<file path="src/rtl/servo_pkg.sv">
// Shared definitions for the servo drive path (encoder and decoder).
//   SERVO_PULSE_MIN / SERVO_PULSE_MAX : pulse widths in ticks mapping to level 0 / full scale
//   dec_state_e                       : decoder FSM state encoding
//   width_to_level()                  : rounded width-to-level mapping, clamped to max_level
package servo_pkg;

  localparam int SERVO_PULSE_MIN = 5;
  localparam int SERVO_PULSE_MAX = 25;
  localparam int LEVEL_W         = 4;
  localparam int WIDTH_W         = 6;

  typedef enum logic [1:0] {
    ARM,
    IDLE,
    HIGH,
    LOW
  } dec_state_e;

  // Maps a width in ticks onto 0..max_level with round-half-up. Widths outside
  // [pulse_min, pulse_max] pin to the nearest end of the scale.
  function automatic logic [LEVEL_W-1:0] width_to_level(
    input logic [WIDTH_W-1:0] w,
    input logic [LEVEL_W-1:0] max_level,
    input int                 pulse_min,
    input int                 pulse_max
  );
    int span;
    int wi;
    int ml;
    int lvl;
    span = pulse_max - pulse_min;
    wi   = int'(w);
    ml   = int'(max_level);
    if (ml == 0 || wi < pulse_min) begin
      lvl = 0;
    end else if (wi > pulse_max) begin
      lvl = ml;
    end else begin
      lvl = ((wi - pulse_min) * ml + span / 2) / span;
      if (lvl > ml) lvl = ml;
    end
    return LEVEL_W'(lvl);
  endfunction

endpackage

</file>
<file path="src/rtl/servo_pwm_decoder_if.sv">
// Bundle between the PWM pin, the decoder and the speed display/control logic.
//   pwm_in      : raw servo PWM pin (asynchronous)
//   max_level   : full-scale level used for the mapping
//   speed_level : decoded level
//   pulse_width : last rounded width in ticks
//   meas_valid  : one-cycle measurement strobe
//   range_err   : last measurement out of range
//   signal_lost : sticky loss-of-signal flag
// master = decoder side, slave = consumer / pin driver side.
interface servo_pwm_decoder_if;
  import servo_pkg::*;

  logic               pwm_in;
  logic [LEVEL_W-1:0] max_level;
  logic [LEVEL_W-1:0] speed_level;
  logic [WIDTH_W-1:0] pulse_width;
  logic               meas_valid;
  logic               range_err;
  logic               signal_lost;

  modport master (
    input  pwm_in, max_level,
    output speed_level, pulse_width, meas_valid, range_err, signal_lost
  );

  modport slave (
    output pwm_in, max_level,
    input  speed_level, pulse_width, meas_valid, range_err, signal_lost
  );

endinterface

</file>
<file path="src/rtl/pwm_edge_sync.sv">
// Two-flop synchronizer for the PWM pin followed by a previous-sample register
// for edge detection.
//   clk, rst  : system clock, synchronous active-low reset
//   din       : asynchronous input
//   sync_lvl  : synchronized level
//   sync_vld  : high once the synchronized level has really come from the pin
//               (the reset zeros have been flushed out of the chain)
//   rise/fall : one-cycle edge pulses, two cycles after the pin edge
module pwm_edge_sync (
  input  logic clk,
  input  logic rst,
  input  logic din,
  output logic sync_lvl,
  output logic sync_vld,
  output logic rise,
  output logic fall
);

  logic       meta_q, meta_d;
  logic       sync_q, sync_d;
  logic       prev_q, prev_d;
  logic [1:0] fill_q, fill_d;

  always_comb begin
    meta_d = din;
    sync_d = meta_q;
    prev_d = sync_q;
    fill_d = {fill_q[0], 1'b1};
  end

  always_ff @(posedge clk) begin
    if (!rst) begin
      meta_q <= 1'b0;
      sync_q <= 1'b0;
      prev_q <= 1'b0;
      fill_q <= 2'b00;
    end else begin
      meta_q <= meta_d;
      sync_q <= sync_d;
      prev_q <= prev_d;
      fill_q <= fill_d;
    end
  end

  assign sync_lvl = sync_q;
  assign sync_vld = fill_q[1];
  assign rise     = sync_q & ~prev_q;
  assign fall     = ~sync_q & prev_q;

endmodule

</file>
<file path="src/rtl/servo_pwm_decoder.sv">
// Servo PWM receive side: measures the high time of the incoming pulse in
// ticks of TICK_DIV clocks and maps it onto a speed level 0..max_level.
//   clk, rst : system clock, synchronous active-low reset
//   bus      : servo_pwm_decoder_if.master (pwm_in, max_level in;
//              speed_level, pulse_width, meas_valid, range_err, signal_lost out)
module servo_pwm_decoder
  import servo_pkg::*;
#(
  parameter int PULSE_MIN  = SERVO_PULSE_MIN,
  parameter int PULSE_MAX  = SERVO_PULSE_MAX,
  parameter int TICK_DIV   = 1000,
  parameter int PERIOD_MAX = 200
) (
  input  logic                 clk,
  input  logic                 rst,
  servo_pwm_decoder_if.master  bus
);

  localparam int PRESC_W = (TICK_DIV > 1) ? $clog2(TICK_DIV) : 1;
  localparam int PER_W   = $clog2(PERIOD_MAX + 1);

  logic sync_lvl, sync_vld, rise, fall;

  pwm_edge_sync u_sync (
    .clk      (clk),
    .rst      (rst),
    .din      (bus.pwm_in),
    .sync_lvl (sync_lvl),
    .sync_vld (sync_vld),
    .rise     (rise),
    .fall     (fall)
  );

  dec_state_e         state_q, state_d;
  logic [PRESC_W-1:0] presc_q, presc_d;
  logic [WIDTH_W-1:0] width_q, width_d;
  logic [PER_W-1:0]   per_q, per_d;
  logic [LEVEL_W-1:0] speed_q, speed_d;
  logic [WIDTH_W-1:0] pw_q, pw_d;
  logic               mv_q, mv_d;
  logic               rerr_q, rerr_d;
  logic               lost_q, lost_d;

  logic               tick;
  logic               timeout;
  logic [PRESC_W-1:0] presc_nxt;
  logic [WIDTH_W-1:0] width_inc;
  logic [PER_W-1:0]   per_inc;
  logic [WIDTH_W:0]   w_round;
  logic [WIDTH_W-1:0] w_sat;

  always_comb begin
    tick      = (presc_q == PRESC_W'(TICK_DIV - 1));
    timeout   = (per_q == PER_W'(PERIOD_MAX));
    presc_nxt = tick ? '0 : presc_q + PRESC_W'(1);
    width_inc = (tick && width_q != '1) ? width_q + WIDTH_W'(1) : width_q;
    per_inc   = tick ? per_q + PER_W'(1) : per_q;
    // The fall cycle's own clock is counted (the rise cycle is not), so the
    // measured high time is exactly the number of high samples; the half-tick
    // remainder then rounds to the nearest tick.
    w_round   = {1'b0, width_inc} +
                {{WIDTH_W{1'b0}}, (presc_nxt >= PRESC_W'(TICK_DIV / 2))};
    w_sat     = w_round[WIDTH_W] ? '1 : w_round[WIDTH_W-1:0];

    state_d = state_q;
    presc_d = rise ? '0 : presc_nxt;
    width_d = width_q;
    per_d   = per_q;
    speed_d = speed_q;
    pw_d    = pw_q;
    mv_d    = 1'b0;
    rerr_d  = rerr_q;
    lost_d  = lost_q;

    unique case (state_q)
      ARM: begin
        width_d = '0;
        per_d   = '0;
        if (sync_vld && !sync_lvl) state_d = IDLE;
      end
      IDLE: begin
        if (timeout) begin
          lost_d  = 1'b1;
          speed_d = '0;
          state_d = ARM;
        end else if (rise) begin
          width_d = '0;
          per_d   = '0;
          state_d = HIGH;
        end
      end
      HIGH: begin
        width_d = width_inc;
        per_d   = per_inc;
        // A saturated width means the pin is stuck high; ARM then waits for a
        // low level so the stuck pulse is never reported as a measurement.
        if (timeout || width_q == '1) begin
          lost_d  = 1'b1;
          speed_d = '0;
          state_d = ARM;
        end else if (fall) begin
          pw_d    = w_sat;
          mv_d    = 1'b1;
          rerr_d  = (w_sat < WIDTH_W'(PULSE_MIN)) || (w_sat > WIDTH_W'(PULSE_MAX));
          speed_d = width_to_level(w_sat, bus.max_level, PULSE_MIN, PULSE_MAX);
          lost_d  = 1'b0;
          state_d = LOW;
        end
      end
      LOW: begin
        per_d = per_inc;
        if (timeout) begin
          lost_d  = 1'b1;
          speed_d = '0;
          state_d = ARM;
        end else if (rise) begin
          width_d = '0;
          per_d   = '0;
          state_d = HIGH;
        end
      end
      default: state_d = ARM;
    endcase
  end

  always_ff @(posedge clk) begin
    if (!rst) begin
      state_q <= ARM;
      presc_q <= '0;
      width_q <= '0;
      per_q   <= '0;
      speed_q <= '0;
      pw_q    <= '0;
      mv_q    <= 1'b0;
      rerr_q  <= 1'b0;
      lost_q  <= 1'b0;
    end else begin
      state_q <= state_d;
      presc_q <= presc_d;
      width_q <= width_d;
      per_q   <= per_d;
      speed_q <= speed_d;
      pw_q    <= pw_d;
      mv_q    <= mv_d;
      rerr_q  <= rerr_d;
      lost_q  <= lost_d;
    end
  end

  assign bus.speed_level = speed_q;
  assign bus.pulse_width = pw_q;
  assign bus.meas_valid  = mv_q;
  assign bus.range_err   = rerr_q;
  assign bus.signal_lost = lost_q;

endmodule

</file>
<file path="src/flat_wrapper.sv">
// flat-port wrapper written by rule: the top's interface ports become plain ports
module servo_pwm_decoder_flat import servo_pkg::*;
#(
  parameter int PULSE_MIN  = SERVO_PULSE_MIN,
  parameter int PULSE_MAX  = SERVO_PULSE_MAX,
  parameter int TICK_DIV   = 1000,
  parameter int PERIOD_MAX = 200
)
  (clk, rst, bus_pwm_in, bus_max_level, bus_speed_level, bus_pulse_width, bus_meas_valid, bus_range_err, bus_signal_lost);
  servo_pwm_decoder_if bus_i ();
  input  logic clk;
  input  logic rst;
  input wire logic [$bits(bus_i.pwm_in)-1:0] bus_pwm_in;
  input wire logic [$bits(bus_i.max_level)-1:0] bus_max_level;
  output wire logic [$bits(bus_i.speed_level)-1:0] bus_speed_level;
  output wire logic [$bits(bus_i.pulse_width)-1:0] bus_pulse_width;
  output wire logic [$bits(bus_i.meas_valid)-1:0] bus_meas_valid;
  output wire logic [$bits(bus_i.range_err)-1:0] bus_range_err;
  output wire logic [$bits(bus_i.signal_lost)-1:0] bus_signal_lost;
  assign bus_i.pwm_in = bus_pwm_in;
  assign bus_i.max_level = bus_max_level;
  assign bus_speed_level = bus_i.speed_level;
  assign bus_pulse_width = bus_i.pulse_width;
  assign bus_meas_valid = bus_i.meas_valid;
  assign bus_range_err = bus_i.range_err;
  assign bus_signal_lost = bus_i.signal_lost;
  servo_pwm_decoder #(.PULSE_MIN(PULSE_MIN), .PULSE_MAX(PULSE_MAX), .TICK_DIV(TICK_DIV), .PERIOD_MAX(PERIOD_MAX)) u_core (.clk(clk), .rst(rst), .bus(bus_i));
endmodule
</file>
<file path="config.mk">
export PLATFORM = sky130hd
export DESIGN_NAME = servo_pwm_decoder_flat
export DESIGN_NICKNAME = d
export VERILOG_FILES = /design/src/rtl/servo_pkg.sv /design/src/rtl/servo_pwm_decoder_if.sv /design/src/rtl/pwm_edge_sync.sv /design/src/rtl/servo_pwm_decoder.sv /design/src/flat_wrapper.sv
export SDC_FILE = /design/constraint.sdc
export NUM_CORES = 1
export LEC_CHECK = 0
export BUFFER_PORTS_ARGS = -buffer_cell sky130_fd_sc_hd__buf_4
export CAP_MARGIN = 20
export CORE_ASPECT_RATIO = 0.75
export CORE_MARGIN = 1
export CORE_UTILIZATION = 60
export CTS_CLUSTER_SIZE = 14
export DETAILED_ROUTE_END_ITERATION = 7
export GPL_TIMING_DRIVEN = 0
export PLACE_DENSITY_LB_ADDON = 0.12
export SLEW_MARGIN = 20
export SYNTH_ARGS = -nofsm -noshare
export SYNTH_HDL_FRONTEND = slang
export SYNTH_SLANG_ARGS = --single-unit
export TNS_END_PERCENT = 20
</file>
<file path="constraint.sdc">
create_clock -name clk -period 41.3 [get_ports clk]
set_clock_uncertainty 0.15 [all_clocks]
set_input_delay 8.26 -clock clk [delete_from_list [all_inputs] [get_ports clk]]
set_output_delay 8.26 -clock clk [all_outputs]
set_load 0.005 [all_outputs]
</file>
==> results.md <==
- Path category of the worst min-delay check: register to register
- Area of the multi-input gates: roughly 0.0065 mm^2
- Total negative slack for setup checks: 0 ns
- Post-layout util: between 60% and 70%
- # H-tree levels: 2
- Area of the core region: 0.0125 mm^2
- Largest net degree at the start of global routing: 15
- Synthesized netlist net count: roughly 1100
- Nature of the critical path endpoint: register
- Critical path type: input pin to register
- Number of diodes added for antenna fixing: 0
- Worst-skew pair later-pin latency: ~0.3 ns
- Slew of the pin with the lowest slew margin: around 1.1 ns
- Congestion Overflow GR: 0
- Fraction of post-synthesis cell area in the top cell type by area: between 10% and 20%
- Warnings from Yosys: 0
- Combined global-route utilization of all metal layers: roughly a third
- List of most frequent post-synthesis cells: sky130_fd_sc_hd__nand2_1 (118), sky130_fd_sc_hd__nor2_1 (103), sky130_fd_sc_hd__inv_1 (67), sky130_fd_sc_hd__a21oi_1 (60), sky130_fd_sc_hd__nand3_1 (47)
- Async set or reset register ratio after synthesis: 0%
- Number of different library cells in the post-synthesis netlist: 107
- Hold violation count in the final report: 0
- Sequential standard cell area: approximately 900 um^2
- Count of cells resized by post-cts repair: 0
- Area growth from synthesis to layout: 6.69%
- Overall via count from detail_route: 8349
- Residual antenna-violating net count after detailed routing: 0
- I/O pin total: 20
- Sum of routed wire length over all layers: roughly 22000 um
- Detail-routed via count per cell: 6.58
- Placed wire-length estimate: 17200 um
- Max-cap check violation count: 0
- Share of post-route cells with drive strength above 1: approximately a tenth
- Remaining max-slew budget at the tightest pin: about 27%
- Buffers added on ports: 19
- Post-synthesis instance area: 0.00784 mm^2
- Vias in the first global route: 7078
- Slew Viols, Final: 0
- Global-route wire length before repair: approximately 36000 um
- Final period demand of the worst path: 23.04 ns
- Post-CTS Setup Bufs: 0
- Worst Path Max Fanout: 10
- Sort of element at the start of the critical path: input pin
- Wire length per cell: roughly 17 um
- Cell accounting for the most synthesized area: sky130_fd_sc_hd__dfxtp_1
- DRC violation count after routing: 0
- Leading cell types by total area after synthesis: sky130_fd_sc_hd__dfxtp_1 (11%), sky130_fd_sc_hd__ha_1 (6.5%), sky130_fd_sc_hd__nand2_1 (5.7%)
- Most used standard cell by instance count after synthesis: sky130_fd_sc_hd__nand2_1
- Slowest cell on crit path: sky130_fd_sc_hd__a2bb2oi_1
- Detailed router's first-iteration violation count: just over 900
- Max Buffers Root-to-Sink: 2
- Crit path DAT: ~23 ns
- Sequential area share after synthesis: about 11%
- Number of antenna violations at the first check in global routing: 0
- Cts bufs inserted: 5
- Unrepaired setup endpoints after global routing: false
- CTS Hold Bufs: 0
- Clock slew at the register clock pins of the worst setup and hold paths: 0.07 ns
- CTS tree: built
- Number of cells produced by synthesis: roughly 1100
- Final count of negative-setup-slack endpoints: 0
- Number of fill cells: between 1000 and 1500
- Initial core utilization: roughly 63%
- Root Buffer: sky130_fd_sc_hd__clkbuf_16
- Avg Inst Size Synth: 7.29 um^2
- Y dimension of the die: about 100 um
- Worst-case hold slack: roughly 0.30 ns
- Outcome: finished, final reports clean
- Synth Register Bits: 44
- Top_reg_cell synth: sky130_fd_sc_hd__dfxtp_1
- Width of the die: approximately 130 um
- Standard-cell row count: 35
- Routability-driven placement congestion ratio: a little over 0.9
- Post-synth EDFFs: 0
- # nets final: 1171
- Maximum operating frequency: ~43 MHz
- Number of iterations in the first detailed-routing pass: 6
- Sinks on the clock net: 44
- Final worst-path cycle share: between 50% and 60%
- Crit path required time: between 40 and 50 ns
- Stage delay of the slowest cell on the critical path: between 0.6 and 0.7 ns
- Die ar.: 0.0135 mm^2
[stage by stage]
stage,cells,instance area [um^2],setup WS (ns)
after CTS,1268,8350,18.46
after global placement,1260,8190,18.25
after global routing,1268,8360,17.32
after floorplan,1075,7840,20.30
final,1268,8360,18.26
after detailed placement,1260,8190,18.17
[cell usage in the layout, fill, tap and decap left out, types with 31 or more instances in the layout]
cell type,Yosys,routed
sky130_fd_sc_hd__a21oi_1,60,60
sky130_fd_sc_hd__dfxtp_1,44,44
sky130_fd_sc_hd__ha_1,41,41
sky130_fd_sc_hd__inv_1,67,67
sky130_fd_sc_hd__nand2_1,118,118
sky130_fd_sc_hd__nand3_1,47,47
sky130_fd_sc_hd__nor2_1,103,103
sky130_fd_sc_hd__nor3_1,33,33
sky130_fd_sc_hd__o21ai_0,39,39
sky130_fd_sc_hd__xnor2_1,31,31
[flip-flops by register name (all words and copies together) (netlist names)]
register and cells:
u_core.u_sync.fill_q 2, u_core.u_sync.sync_lvl 1, u_core.bus.speed_level 4, u_core.bus.meas_valid 1, u_core.u_sync.meta_q 1, u_core.bus.signal_lost 1
u_core.bus.pulse_width 6, u_core.u_sync.prev_q 1, u_core.width_q 6, u_core.bus.range_err 1, u_core.per_q 8, u_core.state_q 2
u_core.presc_q 10
[per-layer routing]
metal  vias up  GRT usage, %  wire length (um)
met5         -             0                 0
met4         0          3.15                80
met3        12          5.43              2220
met2       425          44.2              8490
met1      3887          53.4             10900
li1       4025             -                 -
[final timing paths]
check	startpoint	endpoint	slack, ns	cells past startpoint
worst max-delay path	bus_max_level[0]	u_core.bus.speed_level[0]	18.26	57
worst min-delay path	u_core.u_sync.fill_q[0]	u_core.u_sync.fill_q[1]	0.30	1
worst max register to register	u_core.presc_q[0]	u_core.bus.speed_level[0]	22.44	68
worst min register to register	u_core.u_sync.fill_q[0]	u_core.u_sync.fill_q[1]	0.30	1
[final cells by class]
class | count | area share (%)
Sequential cell | 44 | 10.5
Buffer | 42 | 2.45
Tap cell | 166 | 2.48
Inverter | 67 | 3.01
Clock inverter | 3 | 0.509
Clock buffer | 5 | 1.50
Timing Repair Buffer | 19 | 1.71
Multi-Input combinational cell | 922 | 77.8
[worst max-delay path: cells and delay by family]
family | cells | cell delay, ns
adders and majority gates | 8 | 2.88
xor gates and xnor gates | 1 | 0.25
AOI/OAI and AO/OA | 20 | 5.75
and+or+nand+nor | 18 | 4.28
buffers and inverters | 8 | 1.14
muxes | 2 | 0.51
[cell families after synthesis]
logic type               count (synthesis)  synth area share [%]
AO/OA/AOI/OAI                          301                  29.4
XOR/XNOR                                58                  6.58
adder cells (fa/ha/maj)                 64                  12.3
buffers and inverters                  109                  5.83
flip-flops                              44                  11.2
multiplexers                            22                  2.89
AND/OR/NAND/NOR                        477                  31.8
Power is not shown: default switching activity piles up to over one toggle a cycle in this logic, so the estimate is an artifact.
